<file path="src/rtl/alu_nibble_seq_if.sv">
// Handshake and operand/result bundle for the nibble-serial ALU sequencer.
// The master is the control unit and the slave is alu_nibble_seq.
interface alu_nibble_seq_if #(
  parameter int WIDTH = 32
);
  logic             start;
  logic [2:0]       op;
  logic [WIDTH-1:0] a;
  logic [WIDTH-1:0] b;
  logic             busy;
  logic             done;
  logic [WIDTH-1:0] result;
  logic             co;
  logic             ovr;
  logic             zero;

  modport master (
    output start, op, a, b,
    input  busy, done, result, co, ovr, zero
  );

  modport slave (
    input  start, op, a, b,
    output busy, done, result, co, ovr, zero
  );
endinterface

</file>
<file path="src/rtl/alu_nibble_seq.sv">
// Nibble-serial ALU: one 4-bit slice is reused over WIDTH/4 cycles, and the carry is registered between cycles.
// Optional macro ALU_SLT_OVF_FIX_EN corrects the SLT result bit when the subtraction overflows.
module alu_nibble_seq #(
  parameter int WIDTH = 32
) (
  input logic         clk,
  input logic         rst,
  alu_nibble_seq_if.slave bus
);
  localparam int NNIB = WIDTH / 4;
  localparam int IDXW = (NNIB > 1) ? $clog2(NNIB) : 1;

  typedef enum logic [1:0] {
    IDLE = 2'd0,
    RUN  = 2'd1,
    DONE = 2'd2
  } state_t;

  state_t           state_r;
  logic [IDXW-1:0]  idx_r;
  logic             c_r;
  logic [WIDTH-1:0] a_r;
  logic [WIDTH-1:0] b_r;
  logic [2:0]       op_r;
  logic [WIDTH-1:0] result_r;
  logic             busy_r;
  logic             done_r;
  logic             co_r;
  logic             ovr_r;
  logic             zero_r;

  logic [3:0]       a_nib_s;
  logic [3:0]       b_nib_s;
  logic [3:0]       bx_s;
  logic [1:0]       sel_s;
  logic             slt_s;
  logic [4:0]       carry_s;
  logic [3:0]       sum_s;
  logic [3:0]       slice_res_s;
  logic             slice_set_s;
  logic             slice_co_s;
  logic             slice_ovr_s;
  logic             slt_bit_s;
  logic             last_s;
  logic [WIDTH-1:0] res_next_s;
  logic [WIDTH-1:0] res_final_s;

  // Operand nibble selection and opcode decode for the current iteration
  always_comb begin
    a_nib_s = a_r[{idx_r, 2'b00} +: 4];
    b_nib_s = b_r[{idx_r, 2'b00} +: 4];
    slt_s   = (op_r[1:0] == 2'b11);
    last_s  = (idx_r == IDXW'(NNIB - 1));
    if (slt_s) begin
      sel_s = 2'b10;
    end else begin
      sel_s = op_r[1:0];
    end
  end

  // 4-bit ALU slice (upper-slice variant): less inputs tied low, provides set/co/overflow
  always_comb begin
    carry_s    = 5'b00000;
    sum_s      = 4'b0000;
    carry_s[0] = c_r;
    if (op_r[2]) begin
      bx_s = ~b_nib_s;
    end else begin
      bx_s = b_nib_s;
    end
    for (int i = 0; i < 4; i++) begin
      sum_s[i]       = a_nib_s[i] ^ bx_s[i] ^ carry_s[i];
      carry_s[i + 1] = (a_nib_s[i] & bx_s[i]) | (carry_s[i] & (a_nib_s[i] ^ bx_s[i]));
    end
    case (sel_s)
      2'b00:   slice_res_s = a_nib_s & bx_s;
      2'b01:   slice_res_s = a_nib_s | bx_s;
      2'b10:   slice_res_s = sum_s;
      default: slice_res_s = 4'b0000;
    endcase
    slice_set_s = sum_s[3];
    slice_co_s  = carry_s[4];
    slice_ovr_s = carry_s[3] ^ carry_s[4];
  end

  // SLT bit selection and next/final result assembly
  always_comb begin
`ifdef ALU_SLT_OVF_FIX_EN
    slt_bit_s = slice_set_s ^ slice_ovr_s;
`else
    slt_bit_s = slice_set_s;
`endif
    res_next_s = result_r;
    if (slt_s) begin
      res_next_s[{idx_r, 2'b00} +: 4] = 4'b0000;
    end else begin
      res_next_s[{idx_r, 2'b00} +: 4] = slice_res_s;
    end
    if (slt_s) begin
      res_final_s    = {WIDTH{1'b0}};
      res_final_s[0] = slt_bit_s;
    end else begin
      res_final_s = res_next_s;
    end
  end

  // Sequencer FSM with operand latching, carry chaining and registered outputs
  always_ff @(posedge clk) begin
    if (rst) begin
      state_r  <= IDLE;
      idx_r    <= {IDXW{1'b0}};
      c_r      <= 1'b0;
      a_r      <= {WIDTH{1'b0}};
      b_r      <= {WIDTH{1'b0}};
      op_r     <= 3'b000;
      result_r <= {WIDTH{1'b0}};
      busy_r   <= 1'b0;
      done_r   <= 1'b0;
      co_r     <= 1'b0;
      ovr_r    <= 1'b0;
      zero_r   <= 1'b1;
    end else begin
      case (state_r)
        IDLE: begin
          done_r <= 1'b0;
          if (bus.start) begin
            a_r     <= bus.a;
            b_r     <= bus.b;
            op_r    <= bus.op;
            idx_r   <= {IDXW{1'b0}};
            c_r     <= bus.op[2];
            busy_r  <= 1'b1;
            state_r <= RUN;
          end else begin
            busy_r  <= 1'b0;
            state_r <= IDLE;
          end
        end
        RUN: begin
          c_r <= slice_co_s;
          if (last_s) begin
            result_r <= res_final_s;
            co_r     <= slice_co_s;
            ovr_r    <= slice_ovr_s;
            zero_r   <= (res_final_s == {WIDTH{1'b0}});
            idx_r    <= {IDXW{1'b0}};
            busy_r   <= 1'b0;
            done_r   <= 1'b1;
            state_r  <= DONE;
          end else begin
            result_r <= res_next_s;
            idx_r    <= idx_r + 1'b1;
            busy_r   <= 1'b1;
            done_r   <= 1'b0;
            state_r  <= RUN;
          end
        end
        DONE: begin
          done_r  <= 1'b0;
          busy_r  <= 1'b0;
          state_r <= IDLE;
        end
        default: begin
          done_r  <= 1'b0;
          busy_r  <= 1'b0;
          idx_r   <= {IDXW{1'b0}};
          state_r <= IDLE;
        end
      endcase
    end
  end

  assign bus.busy   = busy_r;
  assign bus.done   = done_r;
  assign bus.result = result_r;
  assign bus.co     = co_r;
  assign bus.ovr    = ovr_r;
  assign bus.zero   = zero_r;
endmodule

</file>
<file path="src/flat_wrapper.sv">
// flat-port wrapper written by rule: the top's interface ports become plain ports
module alu_nibble_seq_flat 
#(
  parameter int WIDTH = 32
)
  (clk, rst, bus_start, bus_op, bus_a, bus_b, bus_busy, bus_done, bus_result, bus_co, bus_ovr, bus_zero);
  alu_nibble_seq_if #(.WIDTH(WIDTH)) bus_i ();
  input logic clk;
  input logic rst;
  input wire logic [$bits(bus_i.start)-1:0] bus_start;
  input wire logic [$bits(bus_i.op)-1:0] bus_op;
  input wire logic [$bits(bus_i.a)-1:0] bus_a;
  input wire logic [$bits(bus_i.b)-1:0] bus_b;
  output wire logic [$bits(bus_i.busy)-1:0] bus_busy;
  output wire logic [$bits(bus_i.done)-1:0] bus_done;
  output wire logic [$bits(bus_i.result)-1:0] bus_result;
  output wire logic [$bits(bus_i.co)-1:0] bus_co;
  output wire logic [$bits(bus_i.ovr)-1:0] bus_ovr;
  output wire logic [$bits(bus_i.zero)-1:0] bus_zero;
  assign bus_i.start = bus_start;
  assign bus_i.op = bus_op;
  assign bus_i.a = bus_a;
  assign bus_i.b = bus_b;
  assign bus_busy = bus_i.busy;
  assign bus_done = bus_i.done;
  assign bus_result = bus_i.result;
  assign bus_co = bus_i.co;
  assign bus_ovr = bus_i.ovr;
  assign bus_zero = bus_i.zero;
  alu_nibble_seq #(.WIDTH(WIDTH)) u_core (.clk(clk), .rst(rst), .bus(bus_i));
endmodule
</file>
<file path="config.mk">
export PLATFORM = sky130hd
export DESIGN_NAME = alu_nibble_seq_flat
export DESIGN_NICKNAME = d
export VERILOG_FILES = /design/src/rtl/alu_nibble_seq_if.sv /design/src/rtl/alu_nibble_seq.sv /design/src/flat_wrapper.sv
export SDC_FILE = /design/constraint.sdc
export NUM_CORES = 1
export LEC_CHECK = 0
export CORE_UTILIZATION = 53
export CTS_BUF_LIST = sky130_fd_sc_hd__clkbuf_8
export CTS_CLUSTER_DIAMETER = 120
export DETAILED_ROUTE_END_ITERATION = 16
export GPL_TIMING_DRIVEN = 0
export PLACE_DENSITY = 0.9
export SLEW_MARGIN = 10
export SYNTH_ARGS = -nofsm -noshare
export SYNTH_HDL_FRONTEND = slang
export SYNTH_SLANG_ARGS = --single-unit
export TNS_END_PERCENT = 1
</file>
<file path="constraint.sdc">
create_clock -name clk -period 5.6 [get_ports clk]
set_clock_uncertainty 0.1 [all_clocks]
set_input_delay 0.84 -clock clk [delete_from_list [all_inputs] [get_ports clk]]
set_output_delay 0.84 -clock clk [all_outputs]
set_load 0.01 [all_outputs]
</file>
==> impl_metrics.csv, run 1 <==
group,metric,value,unit
yosys,ys_ff_latch,109,
routing,drc,0,
layout,nets,830,
timing,fin_crit,5.379,ns
hold_path,hp-class,"reg -> reg",
global_route,grt_pass1_wl,23090,um
timing,finalCritPeriodShare,0.9605,
floorplan,rows,35,
yosys,ys_seq_area_frac,0.4158,
yosys,synth_area,5248,um^2
yosys,async_reset_ff_frac,0,
routing,routed_wl,14550,um
status,outcome,"completed",
yosys,synth_commonest_cells,"nand2_1 (154), dfxtp_1 (109), a21oi_1 (72)",
global_route,grt_use_total,0.2926,
yosys,synth_edf_count,0,
global_route,overflow,0,
layout,final_cells,878,
place,place.gp.congestion,0.9039,
timing,finalSetupViolCount,0,
place,dp.cells,862,
worst_setup_path,arrival,5.58,ns
timing,achievable-frequency,185.9,MHz
clock_tree,cts_tree,"done",
worst_setup_path,critPathKind,"reg -> reg",
timing,drv_slew,0,
routing,drt_iter0_drc,372,
timing,rsz0062_at_grt,"false",
power_and_ir_drop,leakagePower,2.434,nW
floorplan,core,9415,um^2
run,max-cap-violations,0,
clock_tree,htree_levels,3,
power_and_ir_drop,power.total,1.606,mW
hold_path,hold_start,"u_core.a_r[26]",
clock_tree,cts_buffers,9,
floorplan,die_area,10300,um^2
layout,area_delta_synth_final,27.21,%
yosys,postSynthCellCount,628,
routing,drt_pass1_iterations,5,
place,dp_hpwl,11090,um
routing,wl_per_cell,16.57,um
worst_setup_path,cp-startpoint,"u_core.idx_r[0]",
global_route,antenna_found_initial,0,
power_and_ir_drop,powerDensity,240.6,nW/um^2
place,port_buffers,105,
power_and_ir_drop,peakVddDrop,0.1332,mV
timing,worstMarginPinSlew,0.8429,ns
floorplan,die_h,101.5,um
worst_setup_path,critPathLaunchType,"register",
global_route,grt_pass1_vias,4898,
clock_tree,clock_latency,0.38,ns
clock_tree,clk_pin_slew,0.11,ns
yosys,syn_nets,714,
timing,finalHoldViolations,0,
yosys,synthTopCellsByArea,"dfxtp_1 (42%), nand2_1 (11%), a21oi_1 (6.9%)",
worst_setup_path,reg2reg_from,"u_core.idx_r[0]",
layout,layout-drive-gt1-share,0.06676,
floorplan,io-pin-count,107,
floorplan,initial_core_util,0.5573,
routing,vias,5115,
clock_tree,cts_buffer_depth,2,
yosys,synth_area_per_cell,8.356,um^2
floorplan,die_width,101.5,um
clock_tree,cts.sink_count,109,
worst_setup_path,crit_required,5.80,ns
clock_tree,postCtsSetupRepairBufs,0,
yosys,ys.flop_type,"dfxtp_1",
yosys,yosysUniqueCellTypes,55,
timing,relSlewSlack,0.4337,
timing,finalSetupTns,0,ns
yosys,yosysMostFrequentCell,"nand2_1",
routing,viasPerCell,5.826,
global_route,grt_max_degree,20,
yosys,yosysWarnings,0,
yosys,yosys.area.top_type_share,0.4158,
clock_tree,cts-root-buf,"clkbuf_8",
yosys,synth_top_area_cell,"dfxtp_1",
worst_setup_path,crit_fanout,10,
worst_setup_path,end_kind,"register",
layout,diodes,0,
routing,postRouteAntennaNets,0,
[through the flow]
step                        util  hold WS [ns]  cell area (um^2)  setup WS [ns]
after global routing      0.7090        0.3714              6675        0.01344
after global placement    0.6861        0.3392              6460         0.1117
after floorplan                -        0.3331              5248         0.9672
final                     0.7090        0.3607              6675         0.2212
after detailed placement  0.6861        0.3468              6460        0.05244
after CTS                 0.7084        0.3623              6670        0.09589
[cells in the final DEF, fill, tap and decap left out, drive strengths merged, types with 5 or more instances in the layout]
master and n:
nand2 154, dfxtp 109, clkdlybuf4s50 105, a21oi 72
nor2 57, clkbuf 47, a22oi 33, mux4 16
inv 15, o21ai 12, ha 12, nor3 10
buf 10, mux2i 9, nor2b 8, nand2b 7
and2 5, xnor2 5
[kinds of logic (layout without fill, tap and decap cells)]
logic type                 Yosys count  count (layout)  synth area share
buffers and inverters               60             181           0.04721
adders and majority gates           16              16           0.04387
and+or+nand+nor                    261             261            0.2148
DFF                                109             109            0.4158
muxes                               28              28           0.09228
AOI/OAI and AO/OA                  149             149            0.1776
xor gates and xnor gates             5               5          0.008345
[report_power, final]
group          switching, mW  leakage (nW)  internal [mW]
clock                  0.283         0.108          0.214
combinational          0.153          1.44          0.130
sequential            0.0183         0.889          0.808
[metal layers]
metal,vias to the layer above,global-route usage,part of all wire
met4,0,0.1416,0.035
met1,2389,0.3501,0.39
met3,46,0.05245,0.082
met2,277,0.5073,0.49
met5,-,0,0
li1,2403,-,-
[registers in the layout, summed over array words and instances, names as in the netlist]
signal             flops
u_core.idx_r           3
u_core.bus.co          1
u_core.state_r         2
u_core.bus.result     32
u_core.bus.done        1
u_core.bus.ovr         1
u_core.b_r            32
u_core.c_r             1
u_core.bus.zero        1
u_core.a_r            32
u_core.op_r            3
[final cells by class]
cell class / count / area, um^2
Sequential cell: 109 / 2182
Inverter: 12 / 45.04
Tap cell: 129 / 161.4
Timing Repair Buffer: 105 / 1051
Buffer: 48 / 206.4
Fill cell: 714 / 2740
Multi-Input combinational cell: 459 / 2820
Clock inverter: 7 / 85.08
Clock buffer: 9 / 123.9
[worst paths after layout]
kind                                        end  slack (ns)  cells past startpoint
worst min register to register   u_core.a_r[26]        0.36                      2
worst max-delay path            u_core.bus.zero        0.22                     17
worst max register to register  u_core.bus.zero        0.22                     17
worst min-delay path             u_core.a_r[26]        0.36                      2
[what timing repair did]
action                     CTS  global route
setup endpoints to repair    6             9
gates resized for setup      1             2
hold buffers                 0             0
hold endpoints to repair     0             0
[critical path, cell delays in order (launching register included)]
cell,delay [ns]
dfxtp_1,0.36
buf_6,0.13
buf_2,0.35
clkbuf_4,0.34
mux4_2,0.54
nand2_1,0.08
and2_1,0.16
inv_1,0.08
fa_1,0.41
fa_1,0.48
fa_1,0.50
fa_1,0.56
mux2i_1,0.19
o22a_1,0.27
o221ai_1,0.17
a221oi_1,0.24
a41oi_1,0.18
nor3_2,0.15
Note: power is estimated with default switching activity, not from simulation.
==> run 2, diff against run 1 <==
--- a/config.mk
+++ b/config.mk
@@ -5,6 +5,7 @@
 export SDC_FILE = /design/constraint.sdc
 export NUM_CORES = 1
 export LEC_CHECK = 0
+export CAP_MARGIN = 20
 export CORE_UTILIZATION = 53
 export CTS_BUF_LIST = sky130_fd_sc_hd__clkbuf_8
 export CTS_CLUSTER_DIAMETER = 120
==> results of run 2 <==
The final DEF is identical to that of run 1; final timing and power are the same.
==> run 3, diff against run 2 <==
--- a/config.mk
+++ b/config.mk
@@ -6,12 +6,13 @@
 export NUM_CORES = 1
 export LEC_CHECK = 0
 export CAP_MARGIN = 20
-export CORE_UTILIZATION = 53
+export CORE_MARGIN = 2
+export CORE_UTILIZATION = 45
 export CTS_BUF_LIST = sky130_fd_sc_hd__clkbuf_8
 export CTS_CLUSTER_DIAMETER = 120
 export DETAILED_ROUTE_END_ITERATION = 16
 export GPL_TIMING_DRIVEN = 0
-export PLACE_DENSITY = 0.9
+export PLACE_DENSITY = 0.79
 export SLEW_MARGIN = 10
 export SYNTH_ARGS = -nofsm -noshare
 export SYNTH_HDL_FRONTEND = slang
==> constraint.sdc (replaced) <==
create_clock -name clk -period 5.08 [get_ports clk]
set_clock_uncertainty 0.1 [all_clocks]
set_input_delay 0.762 -clock clk [delete_from_list [all_inputs] [get_ports clk]]
set_output_delay 0.762 -clock clk [all_outputs]
set_load 0.01 [all_outputs]
==> impl_metrics.csv, run 3 (synthesized netlist as in run 1, its figures left out) <==
group,metric,value,unit
global_route,antenna_found_initial,0,
layout,final_area,6744,um^2
clock_tree,hold_buffers,0,
place,placed_cell_area,6477,um^2
place,port_buffers,105,
power_and_ir_drop,leakagePower,2.456,nW
layout,final_cells,891,
clock_tree,cts_buffers,9,
clock_tree,clk_pin_slew,0.10,ns
worst_setup_path,crit_required,5.31,ns
clock_tree,cts.sink_count,109,
worst_setup_path,critPathKind,"reg -> reg",
timing,setup_ws,0.1971,ns
layout,multi_input_area,2820,um^2
clock_tree,cts_tree,"done",
power_and_ir_drop,power.total,1.883,mW
timing,rsz0062_at_grt,"false",
layout,layout_common_cells,"nand2_1 (154), dfxtp_1 (109), clkdlybuf4s50_1 (105), a21oi_1 (72), nor2_1 (56)",
global_route,grt_pass1_vias,4948,
global_route,overflow,0,
layout,area_delta_synth_final,28.52,%
timing,finalHoldViolations,0,
floorplan,initial_core_util,0.4596,
power_and_ir_drop,peakVddDrop,0.1525,mV
layout,nets,829,
routing,drc,0,
routing,viasPerCell,5.599,
worst_setup_path,arrival,5.11,ns
clock_tree,clock_latency,0.40,ns
routing,drt_iter0_drc,399,
run,max-cap-violations,0,
timing,achievable-frequency,204.8,MHz
power_and_ir_drop,powerDensity,279.2,nW/um^2
routing,routed_wl,14620,um
layout,layout_commonest_cell,"nand2_1",
clock_tree,cts-root-buf,"clkbuf_8",
floorplan,die_h,112.0,um
floorplan,die_width,112.0,um
clock_tree,cts_buffer_depth,2,
hold_path,hp-class,"reg -> reg",
routing,postRouteAntennaNets,0,
global_route,grt_use_total,0.2347,
timing,worstMarginPinSlew,0.8530,ns
floorplan,core,11420,um^2
timing,holdWs,0.3629,ns
status,outcome,"completed",
timing,finalCritPeriodShare,0.9612,
timing,finalSetupViolCount,0,
worst_setup_path,critPathLaunchType,"register",
floorplan,rows,39,
place,dp.cells,876,
floorplan,die_area,12540,um^2
layout,seqCellArea,2182,um^2
global_route,grt_max_degree,19,
routing,wl_per_cell,16.41,um
routing,drt_pass1_iterations,7,
timing,fin_crit,4.883,ns
place,dp_hpwl,11240,um
routing,vias,4989,
worst_setup_path,crit_fanout,18,
timing,relSlewSlack,0.4301,
timing,drv_slew,0,
global_route,grt_pass1_wl,23440,um
worst_setup_path,end_kind,"register",
place,place_ws,-0.4816,ns
floorplan,io-pin-count,107,
layout,layout-drive-gt1-share,0.06818,
layout,fin_util,0.5906,
place,place.gp.congestion,0.9238,
clock_tree,htree_levels,3,
layout,n_fill_cell,1027,
layout,diodes,0,
timing,finalSetupTns,0,ns
run 3: changes by cell type in the layout (fill, tap and decap cells not counted), sizes merged:
cell,previous run,this run
clkinv,3,1
clkbuf,47,48
inv,15,13
bufinv,1,3
run 3: cell type report:
class | instances | area share
Clock inverter | 5 | 0.01540
Clock buffer | 11 | 0.02245
Tap cell | 143 | 0.02653
Buffer | 47 | 0.03135
Timing Repair Buffer | 105 | 0.1558
Inverter | 12 | 0.006679
Multi-Input combinational cell | 459 | 0.4182
Sequential cell | 109 | 0.3236
run 3: path summary, 6_finish.rpt:
path	startpoint	end	slack, ns	cells after the start
hold reg to reg	u_core.b_r[24]	u_core.b_r[24]	0.36	2
hold / removal	u_core.b_r[24]	u_core.b_r[24]	0.36	2
setup / recovery	u_core.idx_r[0]	u_core.bus.zero	0.20	16
setup reg to reg	u_core.idx_r[0]	u_core.bus.zero	0.20	16
run 3: layer usage:
layer,track usage,vias to the layer above,share of wire
li1,-,2396,-
met1,0.2829,2353,0.41
met2,0.4145,207,0.50
met3,0.04028,33,0.060
met4,0.09837,0,0.027
met5,0,-,0
run 3: where the power goes:
part	total (mW)	switching, mW	internal (mW)	leakage [nW]
Clock	0.661	0.306	0.355	0.130
Combinational	0.309	0.166	0.143	1.44
Sequential	0.912	0.0220	0.890	0.889
run 3: critical path, cell delays in order, from the launching register on:
cell and delay (ns):
dfxtp_1 0.37, buf_6 0.24, buf_6 0.20, mux4_2 0.53, nand2_1 0.08, and2_1 0.18, inv_1 0.09, fa_1 0.40
fa_1 0.46, fa_1 0.52, fa_1 0.53, mux2i_1 0.17, o22a_1 0.27, o221ai_1 0.14, a221oi_1 0.24, a41oi_1 0.17
nor3_2 0.13
run 3: repair_timing:
item | CTS | global route
gates resized for setup | 4 | 5
setup endpoints to repair | 9 | 9
buffers inserted | 0 | 0
endpoints found under the hold margin | 0 | 0
